==> config.mk <==
export PLATFORM = sky130hd
export DESIGN_NAME = aes_block_packer_flat
export DESIGN_NICKNAME = d
export VERILOG_FILES = /design/src/rtl/aes_block_packer_if.sv /design/src/rtl/aes_block_packer.sv /design/src/flat_wrapper.sv
export SDC_FILE = /design/constraint.sdc
export NUM_CORES = 1
export LEC_CHECK = 0
export BUFFER_PORTS_ARGS = -buffer_cell sky130_fd_sc_hd__buf_2
export CORE_ASPECT_RATIO = 0.8
export CORE_MARGIN = 4
export CORE_UTILIZATION = 60
export CTS_CLUSTER_SIZE = 24
export DETAILED_ROUTE_END_ITERATION = 16
export PLACE_DENSITY = 0.81
export SETUP_SLACK_MARGIN = 0.5
export SLEW_MARGIN = 10
export SYNTH_ARGS = -nofsm -noshare
export SYNTH_HDL_FRONTEND = slang
export SYNTH_SLANG_ARGS = --single-unit
==> constraint.sdc <==
create_clock -name clk -period 24.1 [get_ports clk]
set_input_delay 4.82 -clock clk [delete_from_list [all_inputs] [get_ports clk]]
set_output_delay 4.82 -clock clk [all_outputs]
set_load 0.01 [all_outputs]
==> src/rtl/aes_block_packer_if.sv <==
// Word-in / block-out handshake bundle for the AES input packer.
// slave is the packer side, master is the producer/consumer side.
interface aes_block_packer_if #(
  parameter int WORD_W = 32,
  parameter int WORDS  = 4,
  parameter int DEPTH  = 2
);
  localparam int BW = WORD_W * WORDS;
  localparam int NW = $clog2(WORDS + 1);
  localparam int FW = $clog2(DEPTH + 1);

  logic              in_valid;
  logic              in_ready;
  logic [WORD_W-1:0] in_data;
  logic              in_last;
  logic              out_valid;
  logic              out_ready;
  logic [BW-1:0]     out_data;
  logic              out_last;
  logic [NW-1:0]     out_nwords;
  logic [FW-1:0]     fill;

  modport master (
    output in_valid, in_data, in_last, out_ready,
    input  in_ready, out_valid, out_data,
    input  out_last, out_nwords, fill
  );

  modport slave (
    input  in_valid, in_data, in_last, out_ready,
    output in_ready, out_valid, out_data,
    output out_last, out_nwords, fill
  );
endinterface

==> src/rtl/aes_block_packer.sv <==
// Packs 32-bit words into 128-bit AES blocks (first word in MSBs)
// and queues finished blocks in a small circular FIFO.
module aes_block_packer #(
  parameter int WORD_W = 32,
  parameter int WORDS  = 4,
  parameter int DEPTH  = 2
) (
  input  logic              clk,
  input  logic              reset,
  aes_block_packer_if.slave bus
);
  localparam int BW = WORD_W * WORDS;
  localparam int IW = $clog2(WORDS);
  localparam int NW = $clog2(WORDS + 1);
  localparam int PW = $clog2(DEPTH);
  localparam int FW = $clog2(DEPTH + 1);

  localparam logic [IW-1:0] LAST_IDX = IW'(WORDS - 1);
  localparam logic [PW-1:0] LAST_PTR = PW'(DEPTH - 1);
  localparam logic [FW-1:0] FULL     = FW'(DEPTH);

  typedef struct packed {
    logic [BW-1:0] data;
    logic          last;
    logic [NW-1:0] nwords;
  } blk_t;

  blk_t          mem [DEPTH];
  logic [PW-1:0] rptr;
  logic [PW-1:0] wptr;
  logic [PW-1:0] hptr;
  logic [PW-1:0] head;
  logic [FW-1:0] fill;
  logic [IW-1:0] idx;
  logic [IW-1:0] idx_nxt;
  logic [BW-1:0] asm_q;
  logic [BW-1:0] asm_nxt;
  logic [BW-1:0] blk;
  logic          acc;
  logic          pop;
  logic          push;
  logic          done;
  logic          step;

  assign acc  = bus.in_valid && bus.in_ready;
  assign pop  = bus.out_valid && bus.out_ready;
  assign done = acc && (bus.in_last || idx == LAST_IDX);
  assign step = acc && !done;

  // assembly FSM: idx is the state, a completing word returns to slot 0
  always_ff @(posedge clk) begin
    if (reset) begin
      idx   <= '0;
      asm_q <= '0;
    end else begin
      idx   <= idx_nxt;
      asm_q <= asm_nxt;
    end
  end

  always_comb begin
    idx_nxt = idx;
    unique case (1'b1)
      done:    idx_nxt = '0;
      step:    idx_nxt = idx + IW'(1);
      default: ;
    endcase
  end

  // unused upper slots are still zero because asm_q is cleared per block
  always_comb begin
    blk = asm_q;
    for (int i = 0; i < WORDS; i++) begin
      if (idx == IW'(i)) begin
        blk[BW-1-WORD_W*i -: WORD_W] = bus.in_data;
      end
    end
    push    = done;
    asm_nxt = asm_q;
    unique case (1'b1)
      done:    asm_nxt = '0;
      step:    asm_nxt = blk;
      default: ;
    endcase
  end

  always_ff @(posedge clk) begin
    if (reset) begin
      for (int i = 0; i < DEPTH; i++) begin
        mem[i] <= '0;
      end
      rptr <= '0;
      wptr <= '0;
      hptr <= '0;
      fill <= '0;
    end else begin
      if (push) begin
        mem[wptr] <= '{
          data:   blk,
          last:   bus.in_last,
          nwords: NW'(idx) + NW'(1)
        };
        wptr <= (wptr == LAST_PTR) ? '0 : wptr + PW'(1);
      end
      if (pop) begin
        rptr <= (rptr == LAST_PTR) ? '0 : rptr + PW'(1);
        hptr <= rptr;
      end
      unique case ({push, pop})
        2'b10:   fill <= fill + FW'(1);
        2'b01:   fill <= fill - FW'(1);
        default: ;
      endcase
    end
  end

  // when empty, show the most recently popped entry so outputs hold
  assign head = (fill == '0) ? hptr : rptr;

  assign bus.in_ready  = (fill != FULL);
  assign bus.out_valid = (fill != '0);
  assign bus.fill      = fill;
  assign {bus.out_data, bus.out_last, bus.out_nwords} = mem[head];
endmodule

==> src/flat_wrapper.sv <==
// flat-port wrapper written by rule: the top's interface ports become plain ports
module aes_block_packer_flat 
#(
  parameter int WORD_W = 32,
  parameter int WORDS  = 4,
  parameter int DEPTH  = 2
)
  (clk, reset, bus_in_valid, bus_in_data, bus_in_last, bus_out_ready, bus_in_ready, bus_out_valid, bus_out_data, bus_out_last, bus_out_nwords, bus_fill);
  aes_block_packer_if #(.WORD_W(WORD_W), .WORDS(WORDS), .DEPTH(DEPTH)) bus_i ();
  input  logic clk;
  input  logic reset;
  input wire logic [$bits(bus_i.in_valid)-1:0] bus_in_valid;
  input wire logic [$bits(bus_i.in_data)-1:0] bus_in_data;
  input wire logic [$bits(bus_i.in_last)-1:0] bus_in_last;
  input wire logic [$bits(bus_i.out_ready)-1:0] bus_out_ready;
  output wire logic [$bits(bus_i.in_ready)-1:0] bus_in_ready;
  output wire logic [$bits(bus_i.out_valid)-1:0] bus_out_valid;
  output wire logic [$bits(bus_i.out_data)-1:0] bus_out_data;
  output wire logic [$bits(bus_i.out_last)-1:0] bus_out_last;
  output wire logic [$bits(bus_i.out_nwords)-1:0] bus_out_nwords;
  output wire logic [$bits(bus_i.fill)-1:0] bus_fill;
  assign bus_i.in_valid = bus_in_valid;
  assign bus_i.in_data = bus_in_data;
  assign bus_i.in_last = bus_in_last;
  assign bus_i.out_ready = bus_out_ready;
  assign bus_in_ready = bus_i.in_ready;
  assign bus_out_valid = bus_i.out_valid;
  assign bus_out_data = bus_i.out_data;
  assign bus_out_last = bus_i.out_last;
  assign bus_out_nwords = bus_i.out_nwords;
  assign bus_fill = bus_i.fill;
  aes_block_packer #(.WORD_W(WORD_W), .WORDS(WORDS), .DEPTH(DEPTH)) u_core (.clk(clk), .reset(reset), .bus(bus_i));
endmodule
==> qor.yml <==
status: "completed"
routedWlPerCell_microns: 20.5
timing.final.crit_share_pct: 36.9
dpl.hpwl_microns: 22800
crit_family: "buffers and inverters"
synth.area.mux_share_pct: 16.7
synthTopCellsByArea: "edfxtp_1 47%, dfxtp_1 16%, mux2i_1 7.7%"
power_density_nw_per_um2: 84.1
cts_resized: 0
dp_slack_ns: 15.76
htreeDepth: 2
cts_made_buffers: 39
area.growth.synth_to_final_pct: 13.8
p_leak_nw: 7.10
dieArea_sq_um: 30700
routedLengthMet1_microns: 17300
drtPass1Iterations: 5
top_layer: "met4"
finalMaxSlewViolations: 0
clkLatencyLatePin_ns: 0.52
yosysWarnings: 0
cp-startpoint: "u_core.bus.fill[0]$_SDFFE_PP0P_"
io-pin-count: 173
setup_violations: 0
antenna_found_initial: 0
fin_skew_ns: 0.0144
combPwrFrac_pct: 15.0
hp-start: "u_core.asm_q[6]$_SDFFE_PP0P_"
drc: 0
yosys.cell_types.count: 33
clk_path_buf_depth: 3
postSynthCellCount: 1329
port_buffers: 172
grt-ovfl-total: 0
switching_share_pct: 25.8
pwr-share-seq_pct: 48.8
hp-class: "reg2reg"
hold_buffers: 0
gp_congestion: 0.819
cp_num_buf_inv: 3
synthAdderAreaFrac_pct: 0.373
wl_met3_microns: 2610
hold_violations: 0
cts_root_buf: "clkbuf_16"
relSlewSlack_pct: 26.3
grt_max_degree: 77
cp_max_fo: 61
seq_area_frac_synth_pct: 63.3
synth_top_family_by_area: "multiplexers"
nets: 1508
ir_drop_mv: 0.0603
wl_microns: 38100
initial_core_util_pct: 61.2
drv_cap: 0
synth_area_sq_um: 16800
slowest_stage: "mux2i_4"
timing.rr.start: "u_core.idx[0]$_SDFFE_PP0P_"
drive_gt1_share_pct: 21.0
path_clk_slew_ns: 0.06
yosysTopAreaCell: "edfxtp_1"
antenna_left: 0
rows: 54
n_fill_cell: 1945
syn-num-nets: 1371
grt_pass1_vias: 10600
rsz0062_at_grt: "false"
synth_simple_gate_area_share_pct: 9.10
layout_setup_ws_ns: 15.20
syn_area_per_cell_sq_um: 12.6
tightest_slew_ns: 1.11
post_cts_buffers: 0
total_power_w: 0.00161
synth_compound_area_share_pct: 5.43
crit_path_frequent_cell: "buf_4"
required_ns: 19.28
tritoncts: "yes"
final.min_clock_period_ns: 8.90
cts.sinks: 399
grt.total_usage_pct: 24.1
dr_wl_met2_microns: 17500
critPathLaunchType: "flip-flop"
crit_chain: "or2_4 -> mux2i_4 -> buf_4 -> buf_4 -> mux2_2 -> buf_2"
finalSetupTns_ns: 0
intPower_w: 0.00119
grt_pass1_wl_microns: 58800
drtIter0Drc: 882
n_antenna_cell: 0
p_switching_w: 0.000415
synth_xor_area_share_pct: 0.156
end_kind: "output port"
max_freq_ghz: 0.112
die_w_microns: 195
dr_total_vias: 10800
coreArea_sq_um: 27400
arrival_ns: 4.08
ys_seq_elements: 399
clock_power_share_pct: 36.1
holdWs_ns: 0.459
crit_type: "reg2out"
cpPeakStageDelay_ns: 0.81
die_y_microns: 158
viasPerCell: 5.78
synth_top_area_share_pct: 47.2
power groups by stage:
stage	clock (W)	sequential [W]	combinational [W]
global route	0.000620	0.000788	0.000259
finish	0.000581	0.000785	0.000241
global placement	0	0.000798	0.000238
CTS	0.000586	0.000785	0.000244
floorplan	0	0.000800	0.000156
detailed placement	0	0.000799	0.000242
routing by layer:
| layer | track usage, % | vias up |
|---|---|---|
| met4 | 6.58 | 0 |
| met5 | 0 | - |
| met2 | 37.8 | 389 |
| li1 | - | 5004 |
| met1 | 35.8 | 5306 |
| met3 | 3.74 | 58 |
logic make-up after synthesis:
| logic type | count (synthesis) |
|---|---|
| adders and majority gates | 5 |
| and+or+nand+nor | 351 |
| DFF | 399 |
| xor gates and xnor gates | 3 |
| AOI/OAI and AO/OA | 108 |
| muxes | 262 |
| buffers and inverters | 201 |
synth_stat cells:
| master | number |
|---|---|
| or3_1 | 1 |
| buf_6 | 1 |
| a21o_1 | 1 |
| o21bai_1 | 1 |
| xnor2_1 | 1 |
| buf_2 | 31 |
| ha_1 | 5 |
| mux2_1 | 80 |
| nand4b_2 | 1 |
| dfxtp_1 | 135 |
| mux2i_1 | 129 |
| mux2i_4 | 1 |
| or2_2 | 1 |
| mux2_2 | 52 |
| nor3_1 | 7 |
| buf_1 | 12 |
| o21ai_0 | 5 |
| nand2b_1 | 33 |
| a31oi_1 | 1 |
| o32ai_1 | 96 |
| a21oi_1 | 3 |
| or2_4 | 1 |
| and2_1 | 32 |
| buf_4 | 8 |
| xor2_1 | 2 |
| nand4_1 | 6 |
| nor2_1 | 268 |
| inv_2 | 1 |
| o21ba_2 | 1 |
| clkbuf_1 | 44 |
| inv_1 | 104 |
| edfxtp_1 | 264 |
| nor2b_1 | 1 |
cell type report:
cell class	instances	area, sq um	share of cell area [%]
Clock buffer	57	1100	5.78
Clock inverter	15	116	0.609
Inverter	105	394	2.06
Multi-Input combinational cell	729	5400	28.2
Sequential cell	399	10600	55.6
Tap cell	364	455	2.38
Timing Repair Buffer	192	1010	5.30
metrics by stage:
stage / instances / cell area (sq um) / utilization, %
4_1_cts: 1861 / 19100 / 69.7
3_5_place_dp: 1789 / 17900 / 65.2
5_1_grt: 1861 / 19100 / 69.7
2_1_floorplan: 1329 / 16800 / -
6_report: 1861 / 19100 / 69.7
3_3_place_gp: 1789 / 17900 / 65.2
flip-flops by register name, indices dropped and copies added (netlist names):
register         cells
u_core.mem         264
u_core.asm_q       128
u_core.bus.fill      2
u_core.idx           2
u_core.hptr          1
u_core.rptr          1
u_core.wptr          1
cells in the final DEF, fill, tap and decap left out, types with 2 or more instances in the layout:
cell type and n:
mux2i_1 129, o32ai_1 96, o21ai_0 5, edfxtp_1 264, a21oi_1 3, dfxtp_1 135, and2_1 32, mux2_1 80
clkbuf_1 13, nand2b_1 33, nor3_2 3, clkinv_2 6, inv_1 104, ha_2 4, inv_6 2, buf_4 21
buf_2 171, nand4_1 6, mux2_2 52, clkbuf_8 4, xor2_1 2, clkinv_1 4, nor3_1 4, clkbuf_16 40
nor2_1 268
path summary, 6_finish.rpt:
path                                endpoint  cells past startpoint  slack [ns]
max                         bus_out_data[32]                      6       15.20
min             u_core.asm_q[6]$_SDFFE_PP0P_                      1        0.46
max reg2reg  u_core.mem[0][20]$_SDFFCE_PN0P_                      6       20.50
min reg2reg     u_core.asm_q[6]$_SDFFE_PP0P_                      1        0.46
(Power assumes the default switching activity.)
